File: config.mk
export PLATFORM = sky130hd
export DESIGN_NAME = luffa_msg_padder
export DESIGN_NICKNAME = d
export VERILOG_FILES = /design/src/rtl/luffa_msg_padder.sv
export SDC_FILE = /design/constraint.sdc
export NUM_CORES = 1
export LEC_CHECK = 0
export ABC_AREA = 1
export CAP_MARGIN = 15
export CORE_MARGIN = 2
export CORE_UTILIZATION = 48
export CTS_CLUSTER_SIZE = 8
export DETAILED_ROUTE_END_ITERATION = 6
export GPL_ROUTABILITY_DRIVEN = 0
export GPL_TIMING_DRIVEN = 0
export MAX_ROUTING_LAYER = met4
export PLACE_DENSITY = 0.91
export SYNTH_ARGS = -nofsm -noshare
export SYNTH_HDL_FRONTEND = slang
export SYNTH_SLANG_ARGS = --single-unit
export TNS_END_PERCENT = 1
File: constraint.sdc
create_clock -name clk -period 2 [get_ports clk]
set_input_delay 0.2 -clock clk [delete_from_list [all_inputs] [get_ports clk]]
set_output_delay 0.2 -clock clk [all_outputs]
set_load 0.02 [all_outputs]
File: src/rtl/luffa_msg_padder.sv
`default_nettype none
// ============================================================================
// Module   : luffa_msg_padder
// Brief    : 32-bit host word stream to Luffa 16-bit load/fetch protocol with
//            1-then-zeros padding to a 256-bit block and digest assembly.
// Revision : 1.0 - initial release
// ============================================================================
module luffa_msg_padder #(
   parameter int BLK_HW = 16,
   parameter int DIG_HW = 16
) (
   input  logic                  clk,
   input  logic                  rst_n,
   input  logic                  start,
   input  logic [31:0]           s_data,
   input  logic [2:0]            s_bytes,
   input  logic                  s_last,
   input  logic                  s_valid,
   output logic                  s_ready,
   output logic                  luffa_init,
   output logic                  luffa_load,
   output logic                  luffa_fetch,
   output logic [15:0]           luffa_idata,
   input  logic                  luffa_ack,
   input  logic [15:0]           luffa_odata,
   output logic                  busy,
   output logic [DIG_HW*16-1:0]  digest,
   output logic                  digest_valid
);

   localparam int HW_W = $clog2(BLK_HW);
   localparam int DC_W = $clog2(DIG_HW);
   localparam logic [HW_W-1:0] c_hw_last  = HW_W'(BLK_HW - 1);
   localparam logic [DC_W-1:0] c_dig_last = DC_W'(DIG_HW - 1);

   typedef enum logic [3:0] {
      S_IDLE  = 4'd0,
      S_INIT  = 4'd1,
      S_WAIT  = 4'd2,
      S_HI    = 4'd3,
      S_LO    = 4'd4,
      S_MARK  = 4'd5,
      S_PAD   = 4'd6,
      S_FETCH = 4'd7
   } state_t;

   state_t                r_state;
   state_t                w_next;
   logic [31:0]           r_word;
   logic                  r_last;
   logic [2:0]            r_bytes;
   logic [HW_W-1:0]       r_hw_cnt;
   logic [DC_W-1:0]       r_dig_cnt;
   logic [DIG_HW*16-1:0]  r_digest;
   logic                  r_digest_valid;

   logic        w_ready;
   logic        w_init;
   logic        w_load;
   logic        w_fetch;
   logic [15:0] w_idata;
   logic [15:0] w_hi;
   logic [15:0] w_lo;

   // Final-word substitution: the 0x80 marker lands right after the last valid byte
   always_comb begin
      w_hi = r_word[31:16];
      w_lo = r_word[15:0];
      if (r_last) begin
         case (r_bytes)
            3'd0: begin
               w_hi = 16'h8000;
               w_lo = 16'h0000;
            end
            3'd1: begin
               w_hi = {r_word[31:24], 8'h80};
               w_lo = 16'h0000;
            end
            3'd2: w_lo = 16'h8000;
            3'd3: w_lo = {r_word[15:8], 8'h80};
            default: ;
         endcase
      end
   end

   always_comb begin
      w_next  = r_state;
      w_ready = 1'b0;
      w_init  = 1'b0;
      w_load  = 1'b0;
      w_fetch = 1'b0;
      w_idata = 16'h0000;
      case (r_state)
         S_IDLE: if (start) w_next = S_INIT;
         S_INIT: begin
            w_init = 1'b1;
            w_next = S_WAIT;
         end
         S_WAIT: begin
            w_ready = 1'b1;
            if (s_valid) w_next = S_HI;
         end
         S_HI: begin
            w_load  = 1'b1;
            w_idata = w_hi;
            if (luffa_ack) w_next = S_LO;
         end
         S_LO: begin
            w_load  = 1'b1;
            w_idata = w_lo;
            if (luffa_ack) begin
               if (!r_last)         w_next = S_WAIT;
               else if (r_bytes[2]) w_next = S_MARK;
               else                 w_next = S_PAD;
            end
         end
         S_MARK: begin
            w_load  = 1'b1;
            w_idata = 16'h8000;
            if (luffa_ack) w_next = S_PAD;
         end
         // Block is complete once the counter sits at zero; no request in that cycle
         S_PAD: begin
            if (r_hw_cnt == '0) w_next = S_FETCH;
            else                w_load = 1'b1;
         end
         S_FETCH: begin
            w_fetch = 1'b1;
            if (luffa_ack && (r_dig_cnt == c_dig_last)) w_next = S_IDLE;
         end
         default: w_next = S_IDLE;
      endcase
   end

   always_ff @(posedge clk or negedge rst_n) begin
      if (!rst_n) begin
         r_state        <= S_IDLE;
         r_word         <= '0;
         r_last         <= 1'b0;
         r_bytes        <= '0;
         r_hw_cnt       <= '0;
         r_dig_cnt      <= '0;
         r_digest       <= '0;
         r_digest_valid <= 1'b0;
      end else begin
         r_state        <= w_next;
         r_digest_valid <= 1'b0;
         if (r_state == S_INIT) begin
            r_hw_cnt  <= '0;
            r_dig_cnt <= '0;
         end
         if (w_ready && s_valid) begin
            r_word  <= s_data;
            r_last  <= s_last;
            r_bytes <= s_bytes;
         end
         if (w_load && luffa_ack)
            r_hw_cnt <= (r_hw_cnt == c_hw_last) ? '0 : r_hw_cnt + HW_W'(1);
         if (w_fetch && luffa_ack) begin
            r_digest <= {r_digest[DIG_HW*16-17:0], luffa_odata};
            if (r_dig_cnt == c_dig_last) begin
               r_dig_cnt      <= '0;
               r_digest_valid <= 1'b1;
            end else begin
               r_dig_cnt <= r_dig_cnt + DC_W'(1);
            end
         end
      end
   end

   assign s_ready      = w_ready;
   assign luffa_init   = w_init;
   assign luffa_load   = w_load;
   assign luffa_fetch  = w_fetch;
   assign luffa_idata  = w_idata;
   assign busy         = (r_state != S_IDLE);
   assign digest       = r_digest;
   assign digest_valid = r_digest_valid;

endmodule
`default_nettype wire

Word-level counts from Yosys, hierarchy flattened
Index checks and enable logic that the tools add are counted.
- flip-flop bits (word level): 305
- latch bits: 0
- RAM bits: 0
- memory bits (read-only): 0
- input bits: 57
- logic and storage cells: 69
- memories: 0
- add/sub/neg operators: 2
- $mul: 0
- divide/modulo/power cells: 0
- $lt $le $gt $ge: 0
- equality and inequality tests: 19
- shift operators: 0
- muxes and demuxes: 27
- bitwise operators: 0
- reduce and logical (&&, ||, !) cells: 13
- operators by type and width (kind ; number):
    one-hot mux 16 bit (3 select lines) ; 2
    two-way mux 4 bit ; 12
    two-way mux 16 bit ; 2
    one-hot mux 16 bit (2 select lines) ; 1
    one-hot mux 4 bit (8 select lines) ; 1
    == test 4 x 3 -> 1 bit, second input constant ; 4
    inequality test 2 bit, second input constant ; 7
    adder 4 x 1 -> 4 bit, second input constant ; 2
    == test 4 x 2 -> 1 bit, second input constant ; 2
    == test 4 bit, second input constant ; 2
    logical NOT 4 bit ; 2
    AND reduction 7 bit ; 1
    == test 3 x 2 -> 1 bit, second input constant ; 2
    two-way mux 1 bit ; 6
    == test 4 x 1 -> 1 bit, second input constant ; 1
    logical AND 1 bit ; 4
    nonzero test 2 bit ; 2
    nonzero test 4 bit ; 1
    == test 3 x 1 -> 1 bit, second input constant ; 1
    logical NOT 3 bit ; 1
    two-way mux 3 bit ; 1
    OR reduction 3 bit ; 1
    two-way mux 2 bit ; 1
    one-hot mux 1 bit (2 select lines) ; 1
    OR reduction 2 bit ; 1

Logic depth before layout (Yosys ltp)
- word-level depth: 5
- gate-level depth with buffers: 10
- gate-level depth less buffers: 9

Least setup slack after synthesis
OpenSTA, ideal clock, no wires.
- path kind: register -> output
- start point: reg r_state[0]
- end point: out luffa_idata[7]
- data arrival time: 1.526 ns
- data required time: 1.800 ns
- slack: 0.274 ns
- stages on the path, launching flop included: 7
- cells stage by stage: dfrtp_1 buf_6 nor2_1 nand2_1 a21oi_2 nand2_1 o22ai_1
- word-level cells in the longest chain between the ends: 2
- ends and longest elaborated chain (item ; RTL line ; source):
    start, declared ; 47 ; state_t r_state;
    start signal, assigned ; 146 ; r_state <= w_next;
    == test 4 x 3 -> 1 bit / == test 4 x 2 -> 1 bit (equally long branches) ; 93 ; case (r_state)
    one-hot mux 16 bit (3 select lines) * ; 93 ;
    end, declared ; 23 ; output logic [15:0] luffa_idata,
Mark *: on every way between the ends. The rest lies on a longest branch, timed or not.

Final worst setup path
- start point: reg r_state[0]
- end point: out luffa_idata[2]
The elaborated chain is that of the path after synthesis.

==> results <==
- The DRC violations left is 0.
- The CTS H-tree depth is 2.
- The cell class contributing the biggest share of worst-path delay is buffers and inverters.
- The critical register-to-register path endpoint is digest[89].
- The number of unique standard cell types used by synthesis is 24.
- The worst register-to-register path has a setup slack of 0.13 ns.
- Summed over all cells, the static leakage comes to 8.91 nW.
- Summed over all layers, the routed wires come to 38.1 mm.
- The total count of hold-check failures in the final report was 0.
- The residual overflow from global routing is 0.
- The flip-flop and latch count after synthesis is 304.
- The violation count after the first detailed-routing iteration is 1021.
- After legalization and detailed placement, the total HPWL measured 26.8 mm.
- The die covers 26400 µm².
- The signal on the critical path passes through buf_6 -> buf_4 -> nand2_4 -> nor2_4 -> nand3_1 -> o21ai_0 -> clkdlybuf4s15_1.
- For the worst flop-to-flop path, the logic depth is 10.
- The die is 162 µm tall.
- The detail-routed via count per cell is 5.36.
- The checks that failed: negative setup slack.
- The worst setup path endpoint is luffa_idata[2].
- The setup slack of the critical path after layout is -0.173 ns.
- The floorplan has 57 rows.
- In this run the remaining antenna-violating nets after routing total 0.
- The setup total negative slack is -1.30 ns.
- The cell count after synthesis is 1388.
- The final critical-path share of the clock period is 109%.
- The final setup violation count is 14.
- The worst pin sits at a relative slew slack of 46.6%.
- The start-to-end type of the worst setup path is reg -> out.
- The clock edge transition at the registers on the reported setup and hold paths is 0.05 ns.
- The width of the die is 162 µm.
- The synthesized design spends more area on one cell type than any other, namely dfrtp_1.
- Sequential elements use 63.2% of the synthesized area.
- The share of total power consumed by net switching is 35.7%.
- The count of flip-flops with a built-in enable after synthesis is 0.
- Setup repair after global routing could not meet its margin everywhere.
- The startpoint identified for the worst register-to-register timing path is r_state[0].
- The total number of nets in the final design is 1840.
- The run finished, with violations left.
- The number of max-cap violations is 0.
- The number of global-route vias before repair is 11307.
- In this design, the stage delay of the slowest critical-path cell is 0.35 ns.
- Sorting the synthesized cells by area gives the leading types as dfrtp_1 (63%), nand2_1 (25%), nand3_1 (2.4%), o21ai_0 (2.2%), buf_4 (1.6%).
- The final critical delay including setup and external delays is 2.17 ns.
- Tracing the worst setup path back leads to its startpoint at r_state[0].
- The slew of the pin with the lowest slew margin is 0.801 ns.
- The data required time at the worst endpoint is 1.80 ns.
- 335 I/O pins were placed.
- The type of element launching the critical path is a flip-flop.
- The global-route wire length before repair is 59.2 mm.
- The count of warnings emitted by yosys is 0.
- The share of post-route cells with drive strength above 1 is 8.81%.
- Of all nets on the critical path, the largest fanout is 6.
- The count of buffers inserted at the top-level ports is 333.
- For this design the total switching power over the nets is 7.93 mW.
- The share of total power dissipated in the clock network is 28.5%.
- The proportion of power drawn by combinational gates is 32.8%.
- The core region is 24500 µm².
- The starting density of the core is 49.2%.
- The root buffer cell is clkbuf_16.
- Leaving out fill and tap cells, the most frequent cells in the layout are nand2_1 (802), clkdlybuf4s50_1 (311), dfrtp_1 (303).
- The total number of vias is 11284.
- Of the post-synthesis cell area, the dominant cell type holds 63.2%.
- The worst-skew pair later-pin latency is 0.52 ns.
- The kind of end point of the critical path is an output port.
- The minimum hold slack is 0.144 ns.
- The layout filler cell count is 1680.
- Together, buffers and inverters on the worst path number 3.
- The clock passes through at most 3 buffers.
- The worst IR drop on VDD is 1.07 mV.
- At the worst endpoint, the arrival time is 1.97 ns.
- Clock tree synthesis found a total of 304 sinks.
- The main flop type after synthesis is dfrtp_1.
- The repair_antennas step left the layout with diodes totalling 0.
- The critical path crosses 7 cells after its start point.
- The timing-limited maximum frequency is 460 MHz.
- The total nets after synthesis is 1448.
- The internal power component is 14.3 mW.
- The average wire per standard cell is 18.1 µm.
- Relative to the synthesized area, the layout overhead comes to 42.4%.
- The post-synthesis instance area is 12000 µm².
- The power share of the sequential group is 38.7%.
- Buffers inserted during clock tree synthesis total 44.
- The most common cell after layout, fill and taps aside is nand2_1.
- The total global routing track utilization is 29.3%.
- Dividing the synthesized area by the synthesized cell count gives 8.68 µm².
- Across the routed clock network, the largest skew measured is 0.0162 ns.
- The first detailed-routing pass ran for 6 iterations.
- Power spread over the standard cell area amounts to 1300 nW/µm².
- On the critical path, the stage with the largest delay is an instance of dfrtp_1.
- The pin count of the biggest net entering global routing is 111.
- The number of antenna violations at the first check in global routing is 0.
- The total count of max-transition violations in the final report is 0.
- The class of the tightest hold or removal check is in -> reg.
- The fraction of registers with async set/reset is 100%.
- TritonCTS built the clock tree.
==> state kept, by name, summed over array words and instances, names as in the netlist <==
signal	flops
r_dig_cnt	4
r_word	32
r_state	3
digest	256
r_hw_cnt	4
digest_valid	1
r_bytes	3
r_last	1
==> per-layer routing <==
layer  vias up  routed length, µm  track usage, %
li1       5034                  -               -
met1      5431              14200            34.6
met2       667              18900            48.9
met3       152               3220            6.42
met4         0               1750            12.1
met5         -                  0               -
==> tightest hold or removal path: stages <==
cell and delay (ns):
clkbuf_1 0.21, nand3_1 0.15, nand2_1 0.05
==> power groups by stage <==
stage	clock network [mW]	registers [mW]	logic, mW
after global placement	0	8.51	6.60
after floorplan	0	9.33	2.61
after CTS	6.39	8.53	7.04
after detailed placement	0	8.56	6.84
final	6.34	8.59	7.28
after global routing	6.70	8.69	7.83
==> kinds of logic after synthesis <==
group                    count (synthesis)  share of synthesized area, %
flip-flops                             304                          63.2
XOR/XNOR                                 1                        0.0727
adder cells (fa/ha/maj)                  3                         0.312
AND/OR/NAND/NOR                        896                          28.8
AO/OA/AOI/OAI                           70                          2.95
buffers and inverters                  114                          4.73
==> synth_stat cells (2+ instances only) <==
library cell / instances
nand3_1: 58
inv_1: 44
a21oi_1: 14
clkbuf_1: 12
inv_2: 2
buf_2: 29
buf_4: 26
nand2_2: 2
o21ai_0: 53
ha_1: 3
dfrtp_1: 304
nand2_1: 803
nor2_1: 27
==> per-stage QoR <==
step | std cells | area [µm²] | setup slack, ns | utilization (%) | power [mW]
finish | 2107 | 17200 | -0.173 | 70.1 | 22.2
detailed placement | 2047 | 15800 | -0.422 | 64.8 | 15.4
global placement | 2045 | 15800 | -11.73 | 64.5 | 15.1
floorplan | 1388 | 12000 | 0.274 | - | 11.9
global route | 2107 | 17200 | -0.230 | 70.1 | 23.2
CTS | 2100 | 17100 | -0.228 | 69.8 | 22.0
==> worst min path at each step <==
| stage | start | endpoint | cells past startpoint |
|---|---|---|---|
| floorplan | rst_n | digest[0] | 0 |
| global placement | r_word[31] | r_word[31] | 2 |
| detailed placement | rst_n | digest[8] | 1 |
| CTS | s_valid | r_bytes[0] | 3 |
| global route | s_valid | r_bytes[0] | 3 |
| finish | s_valid | r_bytes[0] | 3 |
==> final cells by class <==
cell class	instances	area, µm²	share of cell area (%)
Buffer	67	397	2.31
Tap cell	324	405	2.36
Inverter	46	173	1.01
Clock inverter	3	33.8	0.197
Multi-Input combinational cell	972	3990	23.3
Timing Repair Buffer	345	3430	20.0
Clock buffer	46	1110	6.46
Sequential cell	304	7610	44.4
==> timing repair <==
item,in CTS,in global routing
endpoints found under the setup margin,21,19
endpoints found under the hold margin,101,0
pin swaps,3,4
buffers inserted,1,8
resized for setup,103,29
gates cloned,2,0
hold buffers,1,0
Power figures use the tool's default switching activity.
